==> src/rtl/mdu_div_seq.sv <==
// Sequential 32-bit divider for the RV32M DIV/DIVU/REM/REMU instructions.
// Uses radix-2 restoring division, one quotient bit per cycle, with early exits for divide-by-zero and signed overflow.
module mdu_div_seq (
    input  logic        clk,
    input  logic        rst_n,
    input  logic        start,
    input  logic [2:0]  funct3,
    input  logic [31:0] op1,
    input  logic [31:0] op2,
    input  logic        flush,
    output logic        stall,
    output logic        busy,
    output logic        done,
    output logic [31:0] result
);

    typedef enum logic [2:0] {
        S_IDLE,
        S_PREP,
        S_CALC,
        S_FIX,
        S_DONE
    } state_t;

    state_t      r_state;
    logic [4:0]  r_cnt;
    logic        r_busy;
    logic        r_done;
    logic [31:0] r_result;
    logic [31:0] r_op1;
    logic [31:0] r_op2;
    logic [1:0]  r_fn;
    logic [31:0] r_quo;
    logic [31:0] r_dvsr;
    logic [31:0] r_rem;
    logic        r_qneg;
    logic        r_rneg;

    logic        w_accept;
    logic        w_signed_in;
    logic        w_div0;
    logic        w_ovf;
    logic [32:0] w_shift;
    logic [32:0] w_diff;
    logic        w_qbit;
    logic [31:0] w_quo_fix;
    logic [31:0] w_rem_fix;

    function automatic logic [31:0] f_cneg(input logic [31:0] val, input logic neg);
        return neg ? (~val + 32'd1) : val;
    endfunction

    // 0x80000000 maps to itself, which is still correct when read as an unsigned magnitude.
    function automatic logic [31:0] f_abs(input logic [31:0] val, input logic is_signed);
        return f_cneg(val, is_signed & val[31]);
    endfunction

    assign w_accept    = (r_state == S_IDLE) & start & funct3[2] & ~flush;
    assign w_signed_in = ~funct3[0];
    assign w_div0      = (op2 == 32'd0);
    assign w_ovf       = w_signed_in & (op1 == 32'h8000_0000) & (op2 == 32'hFFFF_FFFF);

    // The partial remainder is always below the divisor, so it fits in 32 bits between steps.
    // Only the shifted trial value needs 33 bits, and its MSB then acts as the borrow.
    assign w_shift   = {r_rem, r_quo[31]};
    assign w_diff    = w_shift - {1'b0, r_dvsr};
    assign w_qbit    = ~w_diff[32];
    assign w_quo_fix = f_cneg(r_quo, r_qneg);
    assign w_rem_fix = f_cneg(r_rem, r_rneg);

    assign stall  = w_accept | (r_state == S_PREP) | (r_state == S_CALC) | (r_state == S_FIX);
    assign busy   = r_busy;
    assign done   = r_done;
    assign result = r_result;

    always_ff @(posedge clk) begin
        if (!rst_n) begin
            r_state  <= S_IDLE;
            r_cnt    <= 5'd0;
            r_busy   <= 1'b0;
            r_done   <= 1'b0;
            r_result <= 32'd0;
        end else if (flush) begin
            r_state <= S_IDLE;
            r_cnt   <= 5'd0;
            r_busy  <= 1'b0;
            r_done  <= 1'b0;
        end else begin
            case (r_state)
                S_IDLE: begin
                    if (w_accept) begin
                        r_op1  <= op1;
                        r_op2  <= op2;
                        r_fn   <= funct3[1:0];
                        r_busy <= 1'b1;
                        if (w_div0) begin
                            r_result <= funct3[1] ? op1 : 32'hFFFF_FFFF;
                            r_done   <= 1'b1;
                            r_state  <= S_DONE;
                        end else if (w_ovf) begin
                            r_result <= funct3[1] ? 32'd0 : 32'h8000_0000;
                            r_done   <= 1'b1;
                            r_state  <= S_DONE;
                        end else begin
                            r_state <= S_PREP;
                        end
                    end
                end
                S_PREP: begin
                    r_quo   <= f_abs(r_op1, ~r_fn[0]);
                    r_dvsr  <= f_abs(r_op2, ~r_fn[0]);
                    r_rem   <= 32'd0;
                    r_qneg  <= ~r_fn[0] & (r_op1[31] ^ r_op2[31]);
                    r_rneg  <= ~r_fn[0] & r_op1[31];
                    r_cnt   <= 5'd0;
                    r_state <= S_CALC;
                end
                S_CALC: begin
                    r_rem   <= w_qbit ? w_diff[31:0] : w_shift[31:0];
                    r_quo   <= {r_quo[30:0], w_qbit};
                    r_cnt   <= r_cnt + 5'd1;
                    if (r_cnt == 5'd31) begin
                        r_state <= S_FIX;
                    end
                end
                S_FIX: begin
                    r_result <= r_fn[1] ? w_rem_fix : w_quo_fix;
                    r_done   <= 1'b1;
                    r_state  <= S_DONE;
                end
                S_DONE: begin
                    r_done  <= 1'b0;
                    r_busy  <= 1'b0;
                    r_state <= S_IDLE;
                end
                default: begin
                    r_state <= S_IDLE;
                    r_busy  <= 1'b0;
                    r_done  <= 1'b0;
                end
            endcase
        end
    end

endmodule
==> config.mk <==
export PLATFORM = sky130hd
export DESIGN_NAME = mdu_div_seq
export DESIGN_NICKNAME = d
export VERILOG_FILES = /design/src/rtl/mdu_div_seq.sv
export SDC_FILE = /design/constraint.sdc
export NUM_CORES = 1
export LEC_CHECK = 0
export CORE_ASPECT_RATIO = 0.7
export CORE_UTILIZATION = 30
export DETAILED_ROUTE_END_ITERATION = 12
export GPL_TIMING_DRIVEN = 1
export HOLD_SLACK_MARGIN = 0.12
export PLACE_DENSITY = 0.44
export SYNTH_ARGS = -nofsm -noshare
export SYNTH_HDL_FRONTEND = slang
export SYNTH_SLANG_ARGS = --single-unit
==> constraint.sdc <==
create_clock -name clk -period 9.95 [get_ports clk]
set_input_delay 1.99 -clock clk [delete_from_list [all_inputs] [get_ports clk]]
set_output_delay 1.99 -clock clk [all_outputs]
set_load 0.02 [all_outputs]
==> run summary <==
Clk Latency, worst-skew pair: 560 ps
Lkg Pwr: 0.00517 uW
Area of the multi-input gates: 6470 um2
Crit path kind: in2out
Switching power: 443 uW
Synthesized instance count: 1315
Top cells by count, synth: 164 x edfxtp_1, 109 x nor2_1, 104 x nand2_1
R2r startpoint: r_rem[9]$_SDFFCE_PN0P_
Top_reg_cell synth: edfxtp_1
Critical path arrival: 3800 ps
Crit path max fanout: 3
Clock power frac: 44.5%
Max-slew violations: 0
GRT overflow: 0
Clock sink count: 206
Asr flop ratio synth: 0%
Core box area: 41300 um2
Synth Cell Area: 12700 um2
Post-CTS Setup Bufs: 0
Utilization after layout: 36.4%
Worst-path clk slew: 60 ps
Worst Max-Slew Pin Slew: 1210 ps
FP Rows: 62
Die Area: 43100 um2
Port bufs: 105
Layout cells sized above 1: 5.31%
Post-CTS Resized: 0
ANT nets after route: 0
Status: complete, but fails checks
Routed vias/inst: 5.39
CTS Buf Count: 24
Clock root cell: clkbuf_16
Final Cycle Share: 58.2%
Hold Path Origin: busy$_SDFFE_PP0P_
Highest Clock Rate: 0.173 GHz
CP Launch Point: flush
Largest area contributor in the netlist: edfxtp_1
Hold-fix buffers, CTS: 0
Post-synthesis sequential area ratio: 45.5%
H-tree depth: 1
N_diodes: 0
Detail Placement HPWL: 32.2 mm
Flop pwr share: 49.5%
Worst Hold Margin: 484 ps
Max rail drop VDD: 0.000130 V
Area share of the largest cell type after synthesis: 38.8%
Synthesized flop and latch total: 206
Routed wire length: 42.4 mm
CP Data Required Time: 7960 ps
P_int: 1460 uW
DIE HEIGHT: 174 um
Synth Warn #: 0
First-pass GRT wire length: 63.1 mm
CP Capture Type: primary output
Initial DRC Count: 1069
Count of cell types in the netlist: 69
Layout area overhead: 18.5%
Sw Ratio: 23.2%
WL per Instance: 21.7 um
# Max-Cap Violations: 0
Hold crit path type: reg2reg
Initial antenna violation count: 2
Via count: 10500
Clk_skew: 37.4 ps
Post-synth EDFFs: 164
Syn nets: 1425
Most common cell in the netlist: edfxtp_1
Combinational power share: 5.9%
Via count of the first global-routing pass: 9744
Initial core utilization: 30.7%
Post-layout min period: 5790 ps
Tot GR Track Use: 19.4%
Synth Area per Inst: 9.64 um2
Number of fill cells: 4143
RePlAce Congestion: 0.873
RSZ-0062 raised after global routing: false
DIE WIDTH: 248 um
PD cells: 127 nW/um2
Final hold viol count: 0
CTS tree: done
Slew HR: 18.9%
Ports: 106
CP Launch Type: primary input
Drt first pass iters: 9
Setup violators final: 0
Fin Setup TNS: 0 ps
Violated checks: DRC
DRC viols: 3
Max clock buf depth: 3
Synth top area cells: edfxtp_1 39%, dfxtp_1 6.6%, xnor2_1 5.6%
Layout Nets: 1506
Total area of sequential cells: 5770 um2
Largest net degree at the start of global routing: 66
-- area by class of cell --
class                           count  share of cell area, %
Tap cell                          544                   4.53
Clock buffer                       33                   4.29
Timing Repair Buffer              115                   7.49
Multi-Input combinational cell    982                   43.1
Inverter                           67                   1.67
Clock inverter                     10                  0.616
Sequential cell                   206                   38.3
-- cell families after synthesis --
family,Yosys count,share of synthesized area [%]
buffers and inverters,127,3.85
xor gates and xnor gates,146,10.1
AOI/OAI and AO/OA,355,18.0
muxes,30,2.39
adders and majority gates,39,3.91
DFF,206,45.5
and+or+nand+nor,412,16.3
-- power groups by stage --
stage / Clock (uW) / Combinational (uW) / Sequential, uW
detailed placement: 0 / 112 / 963
floorplan: 0 / 48.1 / 961
finish: 849 / 113 / 945
global placement: 0 / 113 / 963
global route: 905 / 121 / 945
CTS: 878 / 112 / 945
-- sequential cells by signal, summed over array words and instances (netlist names), 2 cells and up --
signal and count:
r_dvsr 32, r_rem 32, r_op1 32, r_quo 32, result 32, r_cnt 5, r_fn 2, r_state 3
r_op2 32
-- cells in the final DEF, fill, tap and decap left out, types with 32 or more instances in the layout --
master	n
nand2_1	104
xor2_1	65
ha_1	38
dfxtp_1	42
nand2b_1	32
inv_1	67
nor2_1	108
xnor2_1	81
clkdlybuf4s50_1	105
edfxtp_1	164
a21oi_1	95
o21ai_0	88
-- critical path, stage by stage --
cell	delay, ps
clkdlybuf4s50_1	580
nand3b_1	250
nor2_1	90
or3_1	350
clkdlybuf4s50_1	540
-- per-layer routing --
layer,up-vias,routed length [um],track usage [%]
li1,5028,-,-
met1,5176,23100,32.9
met2,310,16300,25.1
met3,30,2650,3.17
met4,0,365,2.45
met5,-,0,0
-- stage by stage --
stage               setup slack, ps  power, uW  cells  area [um2]
finish                         4160       1910   1957       15000
global route                   4090       1970   1957       15000
CTS                            4150       1940   1957       15000
detailed placement             4120       1070   1914       14300
global placement               4200       1080   1914       14300
floorplan                      2600       1010   1315       12700
-- final timing paths --
| kind | endpoint | slack, ps | cells past startpoint |
|---|---|---|---|
| worst max-delay path | stall | 4160 | 5 |
| worst min-delay path | busy$_SDFFE_PP0P_ | 480 | 1 |
| worst max register to register | r_rem[23]$_SDFFCE_PN0P_ | 5580 | 11 |
| worst min register to register | busy$_SDFFE_PP0P_ | 480 | 1 |
(Power assumes the default switching activity.)
